**config.mk**
```make
export PLATFORM = sky130hd
export DESIGN_NAME = ddram_client
export DESIGN_NICKNAME = d
export VERILOG_FILES = /design/src/rtl/ddram_client_pkg.sv /design/src/rtl/ddram_line_cache.sv /design/src/rtl/ddram_client.sv
export SDC_FILE = /design/constraint.sdc
export NUM_CORES = 1
export LEC_CHECK = 0
export ABC_AREA = 0
export ABC_CLOCK_PERIOD_IN_PS = 2400
export CAP_MARGIN = 25
export CORE_ASPECT_RATIO = 1.1
export CORE_MARGIN = 1
export CORE_UTILIZATION = 40
export CTS_CLUSTER_SIZE = 25
export DETAILED_ROUTE_END_ITERATION = 10
export GPL_TIMING_DRIVEN = 0
export PLACE_DENSITY = 0.78
export SYNTH_ARGS = -nofsm -noshare
export SYNTH_HDL_FRONTEND = slang
export SYNTH_SLANG_ARGS = --single-unit
```
**constraint.sdc**
```tcl
create_clock -name DDRAM_CLK -period 2.4 [get_ports DDRAM_CLK]
set_clock_uncertainty 0.05 [all_clocks]
set_input_delay 0.48 -clock DDRAM_CLK [delete_from_list [all_inputs] [get_ports DDRAM_CLK]]
set_output_delay 0.48 -clock DDRAM_CLK [all_outputs]
set_load 0.02 [all_outputs]
```
**src/rtl/ddram_client_pkg.sv**
```systemverilog
// Shared types and helpers for the DDR3 core-side client.
// State encoding plus the word-select and byte-swap helpers used on the data paths.
package ddram_client_pkg;

  typedef enum logic [1:0] {
    IDLE,
    WR_WAIT,
    RD_WAIT,
    DONE
  } state_t;

  localparam int LINE_W = 64;
  localparam int WORD_W = 16;

  // Pick one 16-bit word out of a 64-bit line; sel=0 is the lowest word.
  function automatic logic [WORD_W-1:0] word_sel(input logic [LINE_W-1:0] line,
                                                 input logic [1:0]        sel);
    logic [WORD_W-1:0] w;
    case (sel)
      2'd0:    w = line[15:0];
      2'd1:    w = line[31:16];
      2'd2:    w = line[47:32];
      default: w = line[63:48];
    endcase
    return w;
  endfunction

  // Exchange the two bytes of a 16-bit word (68k byte order conversion).
  function automatic logic [WORD_W-1:0] bswap16(input logic [WORD_W-1:0] w);
    return {w[7:0], w[15:8]};
  endfunction

endpackage

```
**src/rtl/ddram_line_cache.sv**
```systemverilog
// One-line read cache: tag, valid bit and a 64-bit line.
// Filled on every completed downstream read; a core write that lands in the held
// line patches the stored word so later hits never return stale data.
module ddram_line_cache
  import ddram_client_pkg::*;
#(
  parameter int ADDR_W = 28
) (
  input  logic              DDRAM_CLK,
  input  logic              reset,
  input  logic [ADDR_W-4:0] lookup_tag,
  output logic              hit,
  output logic [LINE_W-1:0] line,
  input  logic              fill_en,
  input  logic [ADDR_W-4:0] fill_tag,
  input  logic [LINE_W-1:0] fill_line,
  input  logic              wr_en,
  input  logic [ADDR_W-4:0] wr_tag,
  input  logic [1:0]        wr_sel,
  input  logic [WORD_W-1:0] wr_data
);

  logic              valid;
  logic [ADDR_W-4:0] tag;

  // Full-width tag compare, so lines far apart in the address space never alias.
  assign hit = valid && (tag == lookup_tag);

  // Fill from downstream, or merge a core write into the held line (write-through).
  always_ff @(posedge DDRAM_CLK) begin
    if (reset) begin
      valid <= 1'b0;
      tag   <= '0;
      line  <= '0;
    end else if (fill_en) begin
      valid <= 1'b1;
      tag   <= fill_tag;
      line  <= fill_line;
    end else if (wr_en && valid && (tag == wr_tag)) begin
      case (wr_sel)
        2'd0:    line[15:0]  <= wr_data;
        2'd1:    line[31:16] <= wr_data;
        2'd2:    line[47:32] <= wr_data;
        default: line[63:48] <= wr_data;
      endcase
    end
  end

endmodule

```
**src/rtl/ddram_client.sv**
```systemverilog
// Core-side front end for the 16-bit DDR3 port.
// Turns single-word core requests into the toggle req/ack handshake of the DDR3 stage
// and returns the addressed word of the 64-bit line read back.
// Build option: define DDRAM_CLIENT_CACHE_EN to keep the last fetched line so reads
// that fall in it complete without a downstream access.
module ddram_client
  import ddram_client_pkg::*;
#(
  parameter int ADDR_W    = 28,
  parameter int WORD_SWAP = 0
) (
  input  logic              DDRAM_CLK,
  input  logic              reset,
  input  logic [ADDR_W-1:0] addr,
  input  logic              req,
  input  logic              we,
  input  logic [WORD_W-1:0] wdata,
  output logic [WORD_W-1:0] rdata,
  output logic              ack,
  output logic              busy,
  output logic [ADDR_W-1:0] wraddr,
  output logic [WORD_W-1:0] wr_din,
  output logic              we_req,
  input  logic              we_ack,
  output logic [ADDR_W-1:0] rdaddr,
  input  logic [LINE_W-1:0] rd_dout,
  output logic              rd_req,
  input  logic              rd_ack
);

  state_t            state;
  logic [1:0]        sel_q;
  logic [WORD_W-1:0] word_q;
  logic              is_rd;
  logic              accept;
  logic              cache_hit;
  logic [WORD_W-1:0] hit_word;

  // The same swap serves both directions, so the core always sees its own byte order.
  function automatic logic [WORD_W-1:0] order(input logic [WORD_W-1:0] w);
    return (WORD_SWAP != 0) ? bswap16(w) : w;
  endfunction

  assign accept = (state == IDLE) && req && !busy;

`ifdef DDRAM_CLIENT_CACHE_EN
  logic [LINE_W-1:0] cache_line;

  ddram_line_cache #(
    .ADDR_W(ADDR_W)
  ) u_cache (
    .DDRAM_CLK (DDRAM_CLK),
    .reset     (reset),
    .lookup_tag(addr[ADDR_W-1:3]),
    .hit       (cache_hit),
    .line      (cache_line),
    .fill_en   ((state == RD_WAIT) && (rd_ack == rd_req)),
    .fill_tag  (rdaddr[ADDR_W-1:3]),
    .fill_line (rd_dout),
    .wr_en     (accept && we),
    .wr_tag    (addr[ADDR_W-1:3]),
    .wr_sel    (addr[2:1]),
    .wr_data   (order(wdata))
  );

  assign hit_word = word_sel(cache_line, addr[2:1]);
`else
  assign cache_hit = 1'b0;
  assign hit_word  = '0;
`endif

  // Transaction FSM: one request in flight, toggles flipped once per request, ack registered.
  always_ff @(posedge DDRAM_CLK) begin
    if (reset) begin
      state  <= IDLE;
      busy   <= 1'b0;
      ack    <= 1'b0;
      rdata  <= '0;
      we_req <= 1'b0;
      rd_req <= 1'b0;
      wraddr <= '0;
      rdaddr <= '0;
      wr_din <= '0;
      sel_q  <= '0;
      word_q <= '0;
      is_rd  <= 1'b0;
    end else begin
      ack <= 1'b0;
      if (ack) begin
        busy <= 1'b0;
      end
      case (state)
        IDLE: begin
          if (accept) begin
            busy  <= 1'b1;
            sel_q <= addr[2:1];
            if (we) begin
              wraddr <= addr;
              wr_din <= order(wdata);
              we_req <= ~we_req;
              is_rd  <= 1'b0;
              state  <= WR_WAIT;
            end else if (cache_hit) begin
              word_q <= hit_word;
              is_rd  <= 1'b1;
              state  <= DONE;
            end else begin
              rdaddr <= {addr[ADDR_W-1:3], 3'b000};
              rd_req <= ~rd_req;
              is_rd  <= 1'b1;
              state  <= RD_WAIT;
            end
          end
        end
        WR_WAIT: begin
          if (we_ack == we_req) begin
            state <= DONE;
          end
        end
        RD_WAIT: begin
          if (rd_ack == rd_req) begin
            word_q <= word_sel(rd_dout, sel_q);
            state  <= DONE;
          end
        end
        default: begin
          ack   <= 1'b1;
          state <= IDLE;
          if (is_rd) begin
            rdata <= order(word_q);
          end
        end
      endcase
    end
  end

`ifndef SYNTHESIS
  // A request while busy is dropped by the FSM; flag it so the offending core is found.
  req_while_busy : assert property (@(posedge DDRAM_CLK) disable iff (reset) !(req && busy))
    else $warning("ddram_client: req while busy ignored");
`endif

endmodule

```
==> metrics <==
CP arrival=between 2000 and 2500 ps; Seq/Total Area, Yosys=roughly 50%; CTS HTree Levels=3; Tcrit/Tclk final=about 83%; CTS sink cnt=110; Post-synth EDFFs=0; adder-cell area share of the yosys netlist=approximately 1.7%; synthesized flop and latch total=between 100 and 150; GRT Residual Overflow=0; first-pass GRT wire length=between 15000 and 20000 um; prevailing post-synth register cell=dfxtp_1; Slew headroom=between 50% and 60%; Combinational Power Share=~31%; switching power=~1600 uW; max_cap viols=0; syn_area_per_cell=approximately 8.5 um2; setup ws final=408 ps; Setup CP Type=flop to flop; Slew Viols, Final=0; pwr dens=approximately 760 mW/mm2; CP startpoint kind=flop; fin util=between 60% and 70%; worst skew pair latency=around 340 ps; hold path depth=2; Sw Share=between 30% and 40%; clock buffer depth=2; routed via count=~4300; number of gates resized after CTS=0; Yosys warning count=0; Post-layout nets=approximately 850; number of global-route vias before repair=roughly 4300; Port Buf Inserts=between 200 and 250; # diodes=0; final hold vios=0; die area=around 0.011 mm2; FF-to-FF path depth=6; DR DRC count=0; Top Ports=206; synthesized area=0.00440 mm2; Compound-Gate Fraction of Synth Area=~14%; CTS tree=done; Root Driver=clkbuf_16; critical path endpoint category=flop; crit-path max FO=10; per-cell routed wire length=~14 um; largest net degree at the start of global routing=19; min Tclk post-route=about 2000 ps; Worst Hold Class=flop to flop; antenna violations before repair=0; starting density of the core=a little over two fifths; gpl congestion=between 0.8 and 0.9; CTS clk-pin slew, worst paths=~70 ps; post-DP HPWL=around 10000 um; core box area=0.0105 mm2; GRT Overall Usage=between 20% and 30%; Worst-Margin Slew=approximately 600 ps; r2r setup slk=410 ps; outcome=finished clean; Die Y=roughly 110 um; maximum vdd drop=just under 0.4 mV; Hold-fix buffers, CTS=0; Clock Power Share=between 20% and 30%; Min Hold Slack=around 400 ps; Post-CTS Setup Repair Bufs=0; max frequency=0.502 GHz; die width=102 um; post-synthesis cell type count=29; top post-synthesis cells by area=dfxtp_1 50%, nand2_1 15%, a21oi_1 12%, mux4_2 8.2%, clkbuf_1 2.0%; Simple-Gate Fraction of Synth Area=19.2%; routed vias/inst=between 4 and 5; Reg power frac=41.2%; TritonRoute pass-1 iters=4; Setup Slack @ Placement=132 ps; Post-synth top cells=171 x nand2_1, 110 x dfxtp_1, 103 x a21oi_1; XOR/XNOR share of the synthesized area=0.996%; Leakage=~0.0024 uW; Required @ worst endpoint=about 2600 ps; initial drt markers=119; TritonCTS Buffers=9; final WL=12400 um; setup_tns=0 ps; main combinational cell family by area after synthesis=simple AND/OR/NAND/NOR gates; mux cell area share after synthesis=about a tenth; Routed Antenna Nets=0; RSZ-0062 raised after global routing=no; Rows=39; P&R area growth vs syn=57.0%; cell count after synthesis=between 500 and 600; Synth top area share=50.1%; layout cell share with drive strength beyond 1=7.20%; P_int=about 3600 uW; Finish-stage setup viols=0; Async S/R FF share, synth=0%; area leader, netlist=dfxtp_1; count leader, synth=nand2_1
## registers in the layout, summed over array words and instances, names as in the netlist, 2 cells and up
name,count
sel_q,2
rdata,16
rdaddr,25
word_q,16
state,2
wraddr,28
wr_din,16
## power by group through the flow
| stage | Clock (uW) | Combinational, uW | Sequential [uW] |
|---|---|---|---|
| 3_3_place_gp | 0 | 1560 | 2180 |
| 3_5_place_dp | 0 | 1590 | 2190 |
| 4_1_cts | 1500 | 1600 | 2150 |
| 5_1_grt | 1580 | 1740 | 2180 |
| 6_report | 1480 | 1590 | 2150 |
| 2_1_floorplan | 0 | 733 | 2360 |
## stage by stage
step / instance area (um2) / instances / power [uW]
6_report: 6900 / 879 / 5220
5_1_grt: 6900 / 879 / 5490
4_1_cts: 6900 / 879 / 5250
3_5_place_dp: 6610 / 863 / 3780
3_3_place_gp: 6610 / 863 / 3740
2_1_floorplan: 4400 / 518 / 3090
## final timing paths
check / from / to
worst max-delay path: state[1] / wraddr[25]
worst min-delay path: word_q[7] / rdata[7]
worst max register to register: state[1] / wraddr[25]
worst min register to register: word_q[7] / rdata[7]
## kinds of logic after synthesis
| group | count (synthesis) |
|---|---|
| simple gates | 207 |
| compound gates | 121 |
| flops | 110 |
| buf+inv | 45 |
| mux | 21 |
| fa+ha+maj | 6 |
| xor+xnor | 5 |
| other cells | 1 |
## per-layer routing
layer  vias up  global-route usage [%]  share of wire (%)  wire, um
li1       2150                       -                  -         -
met1      1958                    24.5                 40      5000
met2       198                    40.7                 50      6200
met3        17                    4.46                7.8       963
met4         0                    9.14                1.6       194
met5         -                       0                  0         0
## cells in the final DEF, fill, tap and decap left out, types with 2 or more instances in the layout
master           instances
clkbuf_16                9
nor2b_1                  2
clkbuf_1                23
buf_2                   13
nand3_1                 17
clkdlybuf4s50_1        202
nand2b_1                 2
clkinvlp_4               4
o21ai_0                 17
dfxtp_1                110
mux4_2                  16
nor2_1                   8
mux2i_1                  3
xnor2_1                  3
buf_4                    5
a21oi_1                103
inv_1                    3
ha_1                     6
nand2_1                171
conb_1                   3
xor2_1                   2
## critical path: stages, from the launching register on
cell	delay (ps)
dfxtp_1	410
inv_1	110
ha_1	270
nand4b_1	390
clkbuf_1	420
nand2_1	110
a21oi_1	150
## area by class of cell
type / instances / area, um2
Timing Repair Buffer: 202 / 2020
Fill cell: 881 / 3640
Clock inverter: 7 / 73.8
Clock buffer: 9 / 225
Buffer: 42 / 194
Tap cell: 143 / 179
Multi-Input combinational cell: 363 / 2000
Sequential cell: 110 / 2200
Inverter: 3 / 11.3
No activity file was read; power rests on OpenSTA's default activity.
